[src/rtl/jump_pkg.sv]
// rtl/jump_pkg.sv - shared game-mode encodings, keycodes and sizing for the jump controller
package jump_pkg;

  typedef enum logic [2:0] {
    START  = 3'b000,
    PLAY   = 3'b001,
    PAUSE  = 3'b010,
    SCROLL = 3'b011,
    LOAD   = 3'b100
  } game_state_t;

  localparam logic [7:0] KEY_START = 8'h28;
  localparam logic [7:0] KEY_PAUSE = 8'h13;
  localparam logic [7:0] KEY_QUIT  = 8'h29;
  localparam logic [7:0] KEY_RIGHT = 8'h07;
  localparam logic [7:0] KEY_LEFT  = 8'h04;
  localparam logic [7:0] KEY_FIRE  = 8'h1E;

  localparam int SCROLL_CYCLES = 4;
  localparam int CNT_W         = 7;

endpackage

[src/rtl/up_counter.sv]
// rtl/up_counter.sv - enable-gated wrapping up-counter with synchronous clear
module up_counter #(
  parameter int CNT_W = 7
) (
  input  logic             Clock,
  input  logic             Reset,
  input  logic             clear,
  input  logic             enable,
  output logic [CNT_W-1:0] out
);

  always_ff @(posedge Clock or posedge Reset) begin
    if (Reset) begin
      out <= '0;
    end else if (clear) begin
      out <= '0;
    end else if (enable) begin
      out <= out + CNT_W'(1);
    end
  end

endmodule

[src/rtl/jump_state_ctrl.sv]
// rtl/jump_state_ctrl.sv - Moore game-mode FSM: keyboard start/pause/quit plus timed scroll dwell
module jump_state_ctrl
  import jump_pkg::*;
#(
  parameter int SCROLL_CYCLES_P = SCROLL_CYCLES,
  parameter int CNT_W_P         = CNT_W
) (
  input  logic       Clock,
  input  logic       Reset,
  input  logic [7:0] Keycode,
  input  logic       refresh_en,
  output logic [2:0] outstate,
  output logic       loadplat
);

  localparam logic [CNT_W_P-1:0] DWELL_LAST = CNT_W_P'(SCROLL_CYCLES_P - 1);

  game_state_t        r_state;
  game_state_t        w_next;
  logic [CNT_W_P-1:0] w_dwell;
  logic               w_clear;
  logic               w_enable;

  always_ff @(posedge Clock or posedge Reset) begin
    if (Reset) begin
      r_state <= START;
    end else begin
      r_state <= w_next;
    end
  end

  always_comb begin
    w_next = r_state;
    if (Keycode == KEY_QUIT && r_state != START) begin
      w_next = START;
    end else begin
      case (r_state)
        START:  if (Keycode == KEY_START) w_next = LOAD;
        LOAD:   w_next = PLAY;
        PLAY: begin
          // Pause deliberately outranks a simultaneous scroll request.
          if (Keycode == KEY_PAUSE)  w_next = PAUSE;
          else if (refresh_en)       w_next = SCROLL;
        end
        PAUSE:  if (Keycode == KEY_START) w_next = PLAY;
        SCROLL: if (w_dwell == DWELL_LAST) w_next = PLAY;
        default: w_next = START;
      endcase
    end
  end

  // Clearing on entry makes the dwell count 0..SCROLL_CYCLES-1 while in SCROLL.
  assign w_clear  = (w_next == SCROLL) && (r_state != SCROLL);
  assign w_enable = (r_state == SCROLL);

  up_counter #(
    .CNT_W(CNT_W_P)
  ) u_dwell (
    .Clock (Clock),
    .Reset (Reset),
    .clear (w_clear),
    .enable(w_enable),
    .out   (w_dwell)
  );

  assign outstate = r_state;
  assign loadplat = (r_state == LOAD);

endmodule

[config.mk]
export PLATFORM = sky130hd
export DESIGN_NAME = jump_state_ctrl
export DESIGN_NICKNAME = d
export VERILOG_FILES = /design/src/rtl/jump_pkg.sv /design/src/rtl/up_counter.sv /design/src/rtl/jump_state_ctrl.sv
export SDC_FILE = /design/constraint.sdc
export NUM_CORES = 1
export LEC_CHECK = 0
export CORE_AREA = 2 2 43 45
export CTS_CLUSTER_DIAMETER = 40
export DETAILED_ROUTE_END_ITERATION = 8
export DIE_AREA = 0 0 45 47
export PLACE_DENSITY = 0.8
export SYNTH_ARGS = -nofsm -noshare
export SYNTH_HDL_FRONTEND = slang
export SYNTH_SLANG_ARGS = --single-unit
[constraint.sdc]
create_clock -name Clock -period 1.55 [get_ports Clock]
set_input_delay 0.31 -clock Clock [delete_from_list [all_inputs] [get_ports Clock]]
set_output_delay 0.31 -clock Clock [all_outputs]
set_load 0.005 [all_outputs]
==> results of run 1 <==
[cells in the mapped netlist (2+ instances only)]
library cell               number
sky130_fd_sc_hd__a31oi_1        7
sky130_fd_sc_hd__dfrtp_1       10
sky130_fd_sc_hd__inv_1          3
sky130_fd_sc_hd__nand2_1        5
sky130_fd_sc_hd__nor2_1         5
sky130_fd_sc_hd__nor3_1         4
sky130_fd_sc_hd__nor4bb_1       2
sky130_fd_sc_hd__or4bb_1        2
sky130_fd_sc_hd__xnor2_1        4
sky130_fd_sc_hd__xor2_1         2
[area by class of cell]
type / instances / area share, %
clock buffer: 4 / 3.40
inverter: 3 / 1.06
multi-input combinational: 48 / 43.1
sequential: 10 / 23.4
tap: 17 / 1.99
timing repair buffer: 32 / 27.0
[state kept, by name (all words and copies together), names as in the netlist]
signal / flops
u_dwell.out: 7
outstate: 3
[final timing paths]
kind | startpoint | end | cells past startpoint
min in group Clock | u_dwell.out[6] | u_dwell.out[6] | 2
max reg2reg | outstate[0] | u_dwell.out[4] | 5
max in group asynchronous | Reset | outstate[0] | 2
min reg2reg | u_dwell.out[6] | u_dwell.out[6] | 2
max | outstate[0] | u_dwell.out[4] | 5
min | Reset | u_dwell.out[5] | 2
[metrics by stage]
| stage | hold slack (ps) | utilization [%] |
|---|---|---|
| detailed placement | 558 | 53.7 |
| CTS | 321 | 59.6 |
| finish | 305 | 64.6 |
| global route | 367 | 64.6 |
| global placement | 557 | 53.7 |
| floorplan | 150 | - |
[power groups by stage]
stage,clock network (mW),logic (mW),registers [mW]
6_report,0.253,0.814,0.507
5_1_grt,0.262,0.882,0.518
4_1_cts,0.247,0.666,0.479
3_5_place_dp,0,0.625,0.478
3_3_place_gp,0,0.607,0.477
2_1_floorplan,0,0.336,0.489
[critical path: cells and delay by family, from the launching register on]
kind            cells  cell delay [ps]
simple gates        1              220
compound gates      3              770
flops               1              410
buf+inv             1              130
[cells by family after synthesis]
family / count (synthesis)
buffers and inverters: 4
DFF: 10
xor gates and xnor gates: 6
adders and majority gates: 1
AOI/OAI and AO/OA: 14
muxes: 1
and+or+nand+nor: 26
[repair_timing]
| action | in CTS | in global routing |
|---|---|---|
| setup buffers | 4 | 3 |
| pin swaps | 6 | 15 |
| gates resized for setup | 23 | 19 |
| endpoints found under the setup margin | 13 | 12 |
[layer usage]
metal  vias to the layer above  wire (um)
met5                         -          0
met4                         0         59
met3                         8         96
met2                        23       1110
met1                       307        704
li1                        307          -
==> flow_results.org, run 1 <==
** Global routing
- Summed over all layers, the global routing overflow is 0.
- Global routing used roughly 40% of the available met2 tracks.
- Most crowded layer after global routing :: met2
- Global Route Usage Sum :: just over 20%
- The via count of the first global-routing pass is 705.
- The initial antenna violation count was 0.
- Maximum number of pins on one net before global-route repair :: 11
- Met1 track demand over resource :: 21.5%
- First-pass GRT wire length :: ~3000 um
- Met3 Track Usage GR :: 4.62%

** Finish
- Most common library cell in the layout ignoring fill and taps :: sky130_fd_sc_hd__buf_4
- The finished cells cover 1070 um2.
- ANT cells :: 0
- The finished layout holds 114 standard cells, fillers aside.
- In the layout the commonest cells are sky130_fd_sc_hd__buf_4 (11), sky130_fd_sc_hd__dfrtp_1 (10), sky130_fd_sc_hd__a31oi_1 (7), sky130_fd_sc_hd__dlygate4sd2_1 (7), sky130_fd_sc_hd__buf_6 (7).
- The layout has 143 filler cells.
- Layout cells sized above 1 :: roughly two fifths
- Register Area :: 250 um2
- Final nets :: 110
- Area of the multi-input gates :: 460 um2
- Layout overhead on the synthesized area :: 66.0%

** Pwr
- The share of total power dissipated in the clock network is between 10% and 20%.
- Leak Pwr :: 0.447 nW
- Switching pwr :: 609 uW
- Net switching is 38.7% of the power.
- Part of the power in combinational logic :: between 50% and 60%
- The internal power of the cells totals 965 uW.
- PD cells :: 1470 nW/um2
- The design draws between 1.5 and 2 mW.
- Largest vdd supply drop :: 850 uV
- Of the total power, registers draw 32.2%.

** Synth
- The netlist uses 28 different library cells.
- Mux share of post-synthesis cell area :: between 1.5 and 2%
- The share of synthesized area in the top cell type comes to 38.9%.
- Counting flops and latches in the post-synthesis netlist gives 10.
- Basic-gate share of the synthesized area counting and, or, nand and nor cells :: 25.5%
- Mean instance size in the synthesized netlist :: a little over 10 um2
- Number of enable flip-flop cells after synthesis :: 0
- Post-Syn Nets :: 74
- Counting every instance in the synthesized netlist gives 62.
- Area fraction in compound gates after synthesis :: 21.4%
- In the post-synthesis netlist, the biggest area contributors are sky130_fd_sc_hd__dfrtp_1 (39%), sky130_fd_sc_hd__a31oi_1 (6.8%), sky130_fd_sc_hd__xnor2_1 (5.4%).
- In the synthesized netlist the async set-or-reset flop fraction comes to 100%.
- After Yosys synthesis, full adders, half adders and majority gates account for 1.95% of the synthesized area.
- Number of warnings reported in the yosys synthesis log :: 0
- Proportion of synthesized chip area in sequential cells :: 38.9%
- Summing the areas of all xor and xnor instances in the mapped netlist gives under 10% of the synthesized area.
- Combinational family with the most area after synthesis :: simple AND/OR/NAND/NOR gates
- Most instantiated flip-flop cell in the synthesis netlist :: sky130_fd_sc_hd__dfrtp_1
- Cell area after synthesis :: 643 um2
- Library cell with the largest summed area after synthesis :: sky130_fd_sc_hd__dfrtp_1

** CTS
- The root buffer cell chosen for the clock tree is sky130_fd_sc_hd__clkbuf_4.
- Clock Latency Late Sink :: 280 ps
- Depth of the CTS H-tree :: 1
- TritonCTS built the clock tree.
- Bufs on Longest Clock Path :: 2
- CTS hold repair buffers :: 0
- Number of clock sinks :: 10
- Register clock-pin slew on the reported worst setup and hold paths :: approximately 70 ps
- Inserted Clock Buffers :: 3

** Critical path
- Along the worst path, the maximum fanout reaches 8.
- The critical path is of the flop to flop type.
- CP Data Arrival Time :: 1830 ps
- Type of destination of the critical path :: flop
- The worst setup path is launched from a flop.
- Cell breakdown of the critical path :: buf_6, nor3b_4, a32oi_2, a221oi_4, a31oi_1
- Reg-to-reg setup timing slack :: -140 ps
- Crit path required time :: 1690 ps
- CP max stage delay :: around 460 ps
- Master of the slowest instance on the critical path :: sky130_fd_sc_hd__a221oi_4

** Timing
- Adding up every negative setup slack in the final design gives -950 ps.
- Setup repair after global routing missed its margin :: true
- At the pin with the least slew margin, the transition time is 438 ps.
- Crit share post-route :: 109%
- After layout, the minimum clock period comes to 1690 ps.
- Post-route worst setup slack :: -139 ps
- Final Hold Violating Endpoints :: 0
- Final clock skew :: between 0.4 and 0.5 ps
- Headroom to the max-slew limit came out at a little over two thirds.
- Final setup violation count :: 9
- Achievable frequency :: 0.592 GHz
- Final max-slew violation count :: 0

** Route
- Initial DRC Count :: 8
- DRT Wirelength :: a little under 2000 um
- Via density :: 5.66
- Number of remaining DRC errors :: 0
- Antenna violation net count after detailed routing :: 0
- Pre-Repair DR Iteration Count :: 4
- In the final routed layout, each cell accounts on average for 17.3 um.
- Number of vias after detailed routing :: 645

** Die
- For this configuration, the core starts out at a cell density of 38.9%.
- Pin placement for this block handled 15 I/O pins.
- Vert. Die Dim :: 47 um
- Core area :: 1650 um2
- Die Span X :: 45 um
- Die ar. :: 2120 um2
- In this run the core area contains 15 standard-cell rows.

** Placed design
- Worst setup slack after placement :: -574 ps
- At the end of routability-driven placement, the weighted congestion stood at 0.810.
- Post-place instance area :: 887 um2
- Number of instances in the placed design :: 103
- I/O Buffers :: 14
- DP HPWL :: 1180 um

** Run
- Across the run, the number of max-cap violations was 0.

** Min path
- Min-delay worst type :: input pin to async pin

** Outcome
- Violated checks :: setup timing
- The flow ran to the end, but the final reports show violations.
No activity file was read; power rests on OpenSTA's default activity.
==> run 2, diff against run 1 <==
CORE_AREA = 2 2 40 42   (was 2 2 43 45)
DIE_AREA = 0 0 42 44   (was 0 0 45 47)
PLACE_DENSITY = 0.86   (was 0.8)
clock period = 1.9 ns   (was 1.55 ns; I/O delays follow)
==> flow_results.org, run 2 (synthesized netlist as in run 1, its figures left out) <==
** CTS
- Clock Latency Late Sink :: 270 ps
- TritonCTS created 3 clock buffers.
- Counting every sink on the clock net gives 10.
- CTS hold repair buffers :: 0
- Bufs on Longest Clock Path :: 2
- After clock tree synthesis, the clock-pin slew on the worst setup and hold paths is 70 ps.
- Clock tree from TritonCTS :: done
- Depth of the CTS H-tree :: 1
- Root Driver :: sky130_fd_sc_hd__clkbuf_4

** Timing
- Post-layout min period :: around 1900 ps
- Achievable frequency :: 0.533 GHz
- Transition time at the pin with the least slew margin :: 405 ps
- Setup repair after global routing missed its margin :: true
- Hold Worst Slack :: 380 ps
- The hold violation total from the final report came to 0.
- The total count of max-transition violations in the final report is 0.
- Dividing the final minimum period by the clock period gives 98.7%.
- Worst max-slew margin expressed relative to the limit :: 73.0%
- Setup violations remaining at the end of the flow were counted as 0.
- Final clock skew :: ~4 ps

** Finish
- The final layout contains 101 nets.
- Max FFs per register :: 7
- Final instance area :: 952 um2
- 0 antenna diodes ended up in the layout.
- The register with the most flip-flops in the final layout is u_dwell.out.
- Most frequent cells in the layout :: sky130_fd_sc_hd__clkdlybuf4s50_1 (9), sky130_fd_sc_hd__buf_4 (9), sky130_fd_sc_hd__dfrtp_1 (8), sky130_fd_sc_hd__a31oi_1 (7)
- In the final layout, the share of cells above drive strength 1 is 28.4%.
- Compared with the post-synthesis result, the final layout area differs by 48.1%.

** Critical path
- CP Data Arrival Time :: approximately 1500 ps
- Master of the slowest instance on the critical path :: sky130_fd_sc_hd__clkdlybuf4s50_1
- Type of destination of the critical path :: primary output
- Cell breakdown of the critical path :: nor2_2, inv_1, nor2_1, clkdlybuf4s50_1
- Depth of the worst register-to-register path :: 5
- Along the worst path, the maximum fanout reaches 2.
- At the worst endpoint, the required time is 1520 ps.
- The critical path starts at outstate[0].
- The startpoint identified for the worst register-to-register timing path is outstate[1].
- The critical path contains buffers and inverters numbering 2 combined.
- The worst register-to-register path ends at u_dwell.out[4].
- Reg-to-reg setup timing slack :: ~90 ps
- Nature of the critical path startpoint :: flop
- Following the worst setup path forward leads to its endpoint at loadplat.
- Top Family by Delay on Critical Path :: buffers and inverters
- The critical path runs through a total of 4 cells.
- CP max stage delay :: 510 ps
- Kind of critical path :: flop to primary output

** Route
- Via density :: 5.92
- The pre-antenna-repair detailed-routing pass consisted of 4 iterations.
- Post-Route M1 WL :: 634 um
- For this block, the routed nets add up to 1640 um of wire.
- Met2 routed WL :: 854 um
- After detailed routing, the average wire length per cell comes to ~16 um.
- The highest layer touched by signal routing is met4.
- The routed layout has 616 vias.
- The count of nets left with antenna violations once routing finished came out at 0.
- In the detailed route, the total length drawn on met3 is a little over 80 um.
- The first routing iteration left 9 violations.
- Number of remaining DRC errors :: 0

** Pwr
- Summed over all nets, the switching power comes to 427 uW.
- The analysis attributes to cell leakage a power of ~0.41 nW.
- Across the VDD grid, the largest voltage drop is around 520 uV.
- Sequential fraction of design power :: between 30% and 40%
- Per report_power, the clock group accounts for 17.9% of the total.
- Power Internal :: 679 uW
- For this design the ratio of total power to cell area is 1160 nW/um2.
- Of the total power, combinational logic draws 45.7%.
- In this run switching power makes up 38.6% of total power.

** Global routing
- The via count of the first global-routing pass came to between 600 and 700.
- The initial antenna violation count is 0.
- Overall overflow remaining after global route :: 0
- First-pass GRT wire length :: ~2700 um
- Maximum number of pins on one net before global-route repair :: 11
- Global routing consumed, over all layers together, 19.9% of the routing resources.

** Die
- In this run the core area contains 14 standard-cell rows.
- Core area :: around 1400 um2
- Die Span X :: 42 um
- Vert. Die Dim :: 44 um
- The die covers 1850 um2.
- Initial core utilization :: 45.3%
- Ports :: 15

** Min path
- Min-delay worst type :: input pin to async pin

** Placed design
- Post-place instance area :: 851 um2
- DP HPWL :: 1150 um
- Routability-driven placement finished with a final weighted congestion of ~0.86.
- I/O Buffers :: 14

** Outcome
- Status :: complete, no violations

** Run
- Number of maximum-capacitance constraint violations :: 0
==> run 2: final cells by class <==
type                            count  area (um2)
Multi-Input combinational cell     48         412
Tap cell                           16        20.0
Fill cell                         111         467
Sequential cell                    10         253
Clock buffer                        4        36.3
Inverter                            3        11.3
Timing Repair Buffer               23         220
==> run 2: through the flow <==
step	worst slack [ps]	util [%]	TNS, ps	power (mW)	cells
6_report	24.3	67.1	0	1.11	104
5_1_grt	-42.8	67.1	-231	1.17	104
4_1_cts	6.35	63.8	0	1.08	104
3_5_place_dp	-283	60.0	-2150	0.850	98
3_3_place_gp	-223	60.0	-1630	0.825	98
2_1_floorplan	303	-	0	0.668	62
==> run 2: worst reg2reg max path, stage by stage (launching register included) <==
cell and delay, ps:
sky130_fd_sc_hd__dfrtp_2 390, sky130_fd_sc_hd__buf_4 160, sky130_fd_sc_hd__nor3b_1 360, sky130_fd_sc_hd__a32oi_2 190, sky130_fd_sc_hd__a221oi_4 420, sky130_fd_sc_hd__a31oi_1 160
==> run 2: worst min-delay path by stage <==
stage / from / end / slack [ps] / depth (start not counted)
floorplan: Reset / outstate[0] / 220 / 1
detailed placement: u_dwell.out[0] / u_dwell.out[0] / 530 / 1
CTS: Reset / outstate[0] / 390 / 2
global placement: u_dwell.out[0] / u_dwell.out[0] / 510 / 1
global route: Reset / outstate[0] / 420 / 2
finish: Reset / outstate[0] / 380 / 2
==> run 2: metal layers <==
metal  global-route usage (%)  vias to the layer above
met1                     20.1                      292
met3                     2.92                        7
met5                        0                        -
li1                         -                      290
met4                     20.6                        0
met2                     34.1                       27
==> run 2: power groups by stage <==
stage / registers (mW) / logic [mW] / clock network [mW]
final: 0.403 / 0.505 / 0.198
after global routing: 0.412 / 0.551 / 0.209
after CTS: 0.398 / 0.484 / 0.197
after detailed placement: 0.422 / 0.428 / 0
after global placement: 0.416 / 0.410 / 0
after floorplan: 0.398 / 0.270 / 0
==> run 2: timing repair <==
item / CTS / global route
hold endpoints to repair: 0 / 0
buffers inserted: 2 / 0
resized for setup: 2 / 11
gates cloned: 0 / 0
endpoints found under the setup margin: 1 / 9
pin swaps: 0 / 4
